--- config.mk ---
export PLATFORM = sky130hd
export DESIGN_NAME = tile_credit_scheduler
export DESIGN_NICKNAME = d
export VERILOG_FILES = /design/src/rtl/tile_credit_scheduler.sv
export SDC_FILE = /design/constraint.sdc
export NUM_CORES = 1
export LEC_CHECK = 0
export BUFFER_PORTS_ARGS = -buffer_cell sky130_fd_sc_hd__buf_4
export CAP_MARGIN = 30
export CORE_ASPECT_RATIO = 1.5
export CORE_MARGIN = 10
export CORE_UTILIZATION = 45
export CTS_BUF_LIST = sky130_fd_sc_hd__clkbuf_4
export CTS_CLUSTER_SIZE = 25
export DETAILED_ROUTE_END_ITERATION = 6
export PLACE_DENSITY = 0.74
export SLEW_MARGIN = 15
export SYNTH_ARGS = -nofsm -noshare
export SYNTH_HDL_FRONTEND = slang
export SYNTH_SLANG_ARGS = --single-unit
--- constraint.sdc ---
create_clock -name clk -period 3.3 [get_ports clk]
set_input_delay 0.165 -clock clk [delete_from_list [all_inputs] [get_ports clk]]
set_output_delay 0.165 -clock clk [all_outputs]
set_load 0.01 [all_outputs]
--- src/rtl/tile_credit_scheduler.sv ---
// Frame/tile issue sequencer for the MAC->bias->sigmoid->join pipeline with credit-bounded in-flight tiles.
// Optional stall perf counter enabled by defining TILE_SCHED_PERF_EN.
module tile_credit_scheduler #(
    parameter int TILE_SIZE = 4,
    parameter int D         = 256,
    parameter int N_TILES   = D / TILE_SIZE,
    parameter int CREDITS   = 4,
    parameter int FRM_W     = 16,
    parameter int TIDX_W    = $clog2(N_TILES),
    parameter int CRD_W     = $clog2(CREDITS + 1)
) (
    input  logic              clk,
    input  logic              rst_n,
    input  logic              start,
    input  logic [FRM_W-1:0]  n_frames,
    input  logic              abort,
    output logic              issue_valid,
    input  logic              issue_ready,
    output logic              sof,
    output logic [TIDX_W-1:0] tile_idx,
    input  logic              retire_valid,
    input  logic              retire_ready,
    output logic              busy,
    output logic              done,
    output logic              aborted,
    output logic [FRM_W-1:0]  frame_cnt,
    output logic [CRD_W-1:0]  credits,
    output logic              err_retire,
    output logic [31:0]       stall_cycles
);

    typedef enum logic [1:0] {IDLE, ISSUE, DRAIN, DONE} state_t;

    state_t             state, state_nxt;
    logic               fire, ret, start_ok, last_tile, last_frame, run_end;
    logic               abort_seen, issue_valid_nxt, err_set;
    logic [FRM_W-1:0]   frames_req;
    logic [CRD_W-1:0]   credits_nxt;

    assign fire       = issue_valid & issue_ready;
    assign ret        = retire_valid & retire_ready;
    assign start_ok   = (state == IDLE) & start;
    assign last_tile  = (tile_idx == TIDX_W'(N_TILES - 1));
    assign last_frame = ((frame_cnt + FRM_W'(1)) == frames_req);
    assign run_end    = fire & last_tile & last_frame;

    // A retire with every credit already home is a downstream protocol error; hold at the ceiling.
    always_comb begin
        credits_nxt = credits;
        err_set     = 1'b0;
        case ({fire, ret})
            2'b10: credits_nxt = credits - CRD_W'(1);
            2'b01: begin
                if (credits == CRD_W'(CREDITS)) err_set = 1'b1;
                else                            credits_nxt = credits + CRD_W'(1);
            end
            default: ;
        endcase
    end

    // State register
    always_ff @(posedge clk or negedge rst_n) begin
        if (!rst_n) state <= IDLE;
        else        state <= state_nxt;
    end

    // Next-state logic; abort only takes effect once no offer is left hanging
    always_comb begin
        state_nxt = state;
        case (state)
            IDLE:  if (start) state_nxt = (n_frames == '0) ? DONE : ISSUE;
            ISSUE: begin
                if (run_end)                            state_nxt = DRAIN;
                else if (abort && (fire || !issue_valid)) state_nxt = DRAIN;
            end
            DRAIN: if (credits == CRD_W'(CREDITS)) state_nxt = DONE;
            DONE:  state_nxt = IDLE;
            default: state_nxt = IDLE;
        endcase
    end

    // Outputs; issue_valid looks at post-update credits so an offer never outruns them
    always_comb begin
        issue_valid_nxt = 1'b0;
        if (state_nxt == ISSUE)
            issue_valid_nxt = (issue_valid & ~issue_ready) | (~abort & (credits_nxt != '0));
        busy = (state == ISSUE) || (state == DRAIN);
        done = (state == DONE);
        sof  = issue_valid & (tile_idx == '0);
    end

    always_ff @(posedge clk or negedge rst_n) begin
        if (!rst_n) begin
            issue_valid <= 1'b0;
            tile_idx    <= '0;
            frame_cnt   <= '0;
            frames_req  <= '0;
            credits     <= CRD_W'(CREDITS);
            err_retire  <= 1'b0;
            aborted     <= 1'b0;
            abort_seen  <= 1'b0;
        end else begin
            issue_valid <= issue_valid_nxt;
            credits     <= credits_nxt;
            if (err_set) err_retire <= 1'b1;
            if (start_ok) begin
                frames_req <= n_frames;
                tile_idx   <= '0;
                frame_cnt  <= '0;
                aborted    <= 1'b0;
                abort_seen <= 1'b0;
            end else if (fire) begin
                if (last_tile) begin
                    tile_idx  <= '0;
                    frame_cnt <= frame_cnt + FRM_W'(1);
                end else begin
                    tile_idx  <= tile_idx + TIDX_W'(1);
                end
            end
            if (state == ISSUE && state_nxt == DRAIN && !run_end) abort_seen <= 1'b1;
            if (state == DRAIN && state_nxt == DONE) aborted <= abort_seen;
        end
    end

`ifdef TILE_SCHED_PERF_EN
    always_ff @(posedge clk or negedge rst_n) begin
        if (!rst_n)
            stall_cycles <= '0;
        else if (start_ok)
            stall_cycles <= '0;
        else if (state == ISSUE && (credits == '0 || (issue_valid && !issue_ready)) && stall_cycles != '1)
            stall_cycles <= stall_cycles + 32'd1;
    end
`else
    assign stall_cycles = '0;
`endif

endmodule
==> key figures <==
Place
  • DP HPWL: 6.55 mm
  • GP Congestion: 0.961
  • Port Buffers: 53
  • Place WS: 753 ps

Routing
  • DR DRC count: 0
  • Wire length on met3: 660 µm
  • Met2 WL: 4.33 mm
  • TritonRoute pass-1 iters: 4
  • Vias per Instance: 5.34
  • Final wirelength: 8.40 mm
  • Uppermost layer routed: met4
  • Starting DRT DRC Count: 202
  • M1 WL: 3.21 mm
  • Antenna viol nets, final: 0
  • Vias: 2783
  • WL per Instance: 16.1 µm

Floorplanning
  • Die ar.: 11000 µm²
  • Cell row count: 37
  • Initial Util: 0.465
  • Horiz. Die Dim: 89.1 µm
  • CORE AREA: 6940 µm²
  • Die Ht: 124 µm
  • IO Pins: 86

CTS
  • H-tree depth: 2
  • Clock Tree Root: clkbuf_4
  • CTS tree: built
  • CTS Buffer Depth: 2
  • # clock sinks: 47
  • Number of buffers created by CTS: 5
  • Post-CTS Resized: 0
  • CTS clk-pin slew, worst paths: 140 ps
  • Clock Latency Late Sink: 360 ps

Synth
  • Async S/R FF share, synth: 1.00
  • Most used DFF post-synth: dfrtp_1
  • Synth unique cells: 54
  • Avg Inst Size Synth: 8.45 µm²
  • Yosys warnings: 0
  • Post-synth EDFFs: 0
  • Yosys top cell by area: dfrtp_1
  • Syn Inst Count: 382
  • Area share of the largest cell type after synthesis: 0.357
  • Post-Syn Area: 3230 µm²
  • Synth Register Bits: 47
  • Synth area leaders: dfrtp_1 (36%), nand2_1 (9.0%), buf_4 (7.7%)
  • Part of the Yosys area used for sequential elements: 0.365

GRT
  • First-pass GRT wire length: 13.6 mm
  • Largest net degree at the start of global routing: 48
  • Vias in the first global route: 2874
  • Global route overflow: 0
  • Initial antenna violation count: 0
  • Gr usage total: 0.154

Timing
  • Max Slew Vio Count: 0
  • Unrepaired setup endpoints after global routing: false
  • Hold Violations, Final: 0
  • Setup ws final: 701 ps
  • Setup TNS: 0 ps
  • Relative slew slack: 0.504
  • Final setup violation count: 0
  • Worst slew pin tran: 744 ps
  • Crit path time final: 2600 ps
  • Final Cycle Share: 0.787
  • Clock skew: 11.4 ps
  • Final Hold Slack: 7.34 ps
  • Fmax: 385 MHz

Worst setup path
  • Type of the worst setup path: flop to flop
  • CP max FO: 8
  • CP required: 3540 ps
  • Data arrival, critical path: 2840 ps
  • Crit. End Element: flop
  • CP Launch Type: flop

Finish
  • NumNets Final: 478
  • Final core occ: 0.538
  • Antenna Cells: 0
  • Share of cells above drive strength 1: 0.158
  • Commonest cells after routing, fill and taps aside: nand2_1 (77), buf_4 (55), dfrtp_1 (46), conb_1 (32), o21ai_0 (23)
  • P&R area growth vs syn: 15.9%
  • Most common cell after layout, fill and taps aside: nand2_1

Pwr
  • Switch Pwr: 0.940 mW
  • PD cells: 595 nW/µm²
  • Flop pwr share: 0.404
  • Power share of the clock group: 0.121
  • Comb pwr share: 0.476
  • Maximum VDD drop: 0.000412 V
  • P_leak: 1.74 nW
  • Internal power: 1.28 mW
  • Sw Ratio: 0.423

Min path
  • Worst hold-check path type: input port to flop

Outcome
  • Status: completed

Flow run
  • Maximum capacitance violations: 0
[synth_stat cells, types with 5 or more instances]
master,number
xnor2_1,15
buf_2,5
ha_1,13
buf_4,33
nand2_1,77
o31ai_1,5
dfrtp_1,46
clkbuf_1,8
nor2_1,18
a21oi_1,8
o21ai_0,23
nand2b_1,5
nor3_1,7
inv_1,13
nand3_1,13
xor2_1,14
nand4_1,10
nor4_1,9
[power groups by stage]
stage | logic [mW] | registers, mW | clock network (mW)
6_report | 1.06 | 0.897 | 0.269
5_1_grt | 1.19 | 0.926 | 0.303
4_1_cts | 1.05 | 0.899 | 0.280
3_5_place_dp | 1.04 | 0.913 | 0
3_3_place_gp | 1.01 | 0.900 | 0
2_1_floorplan | 0.731 | 0.894 | 0
[critical path: stages, from the launching register on]
cell and delay (ps):
dfrtp_1 480, ha_1 280, xor3_1 460, or4b_1 490
a2111oi_2 340, nand4_1 140, a31oi_2 210, a211oi_1 80
[worst paths after layout]
check | start | endpoint | slack, ps | cells after the start
max | frame_cnt[0]$_DFFE_PN0P_ | issue_valid$_DFF_PN0_ | 700 | 7
min | n_frames[11] | frames_req[11]$_DFFE_PN0P_ | 7 | 3
max reg2reg | frame_cnt[0]$_DFFE_PN0P_ | issue_valid$_DFF_PN0_ | 700 | 7
min reg2reg | err_retire$_DFFE_PN0P_ | err_retire$_DFFE_PN0P_ | 490 | 1
max in group asynchronous | rst_n | credits[1]$_DFF_PN0_ | 2570 | 2
min in group asynchronous | rst_n | frame_cnt[8]$_DFFE_PN0P_ | 320 | 2
[state kept, by name, indices dropped and copies added, names as in the netlist]
| signal | cells |
|---|---|
| credits | 3 |
| tile_idx | 6 |
| abort_seen | 1 |
| issue_valid | 1 |
| state | 2 |
| aborted | 1 |
| frames_req | 16 |
| err_retire | 1 |
| frame_cnt | 16 |
[routing by layer]
metal	vias up	global-route usage
li1	1373	-
met1	1301	0.176
met2	95	0.267
met3	14	0.0392
met4	0	0.0619
met5	-	0
[per-stage QoR]
step | std cells | instance area [µm²] | power (mW)
2_1_floorplan | 413 | 3340 | 1.63
3_3_place_gp | 498 | 3540 | 1.91
3_5_place_dp | 498 | 3540 | 1.95
4_1_cts | 515 | 3680 | 2.23
5_1_grt | 521 | 3740 | 2.42
6_report | 521 | 3740 | 2.22
[logic make-up (layout without fill, tap and decap cells)]
kind of cell | Yosys count | count (layout) | synth area share
muxes | 1 | 1 | 0.00310
xor gates and xnor gates | 30 | 30 | 0.0861
other | 1 | 32 | 0.00116
adders and majority gates | 13 | 13 | 0.0504
and+or+nand+nor | 169 | 169 | 0.262
DFF | 47 | 47 | 0.365
AOI/OAI and AO/OA | 60 | 60 | 0.119
buffers and inverters | 61 | 91 | 0.114
[cell type report]
cell class,count,area (µm²)
tap,78,97.6
clock buffer,6,45.0
clock inverter,2,7.51
fill,658,3210
inverter,13,48.8
sequential,47,1180
multi-input combinational,305,1800
timing repair buffer,70,563
[what timing repair did]
| item | CTS | global route |
|---|---|---|
| endpoints found under the hold margin | 54 | 6 |
| hold buffers | 9 | 6 |
| setup buffers | 0 | 0 |
Note: power is estimated with default switching activity, not from simulation.
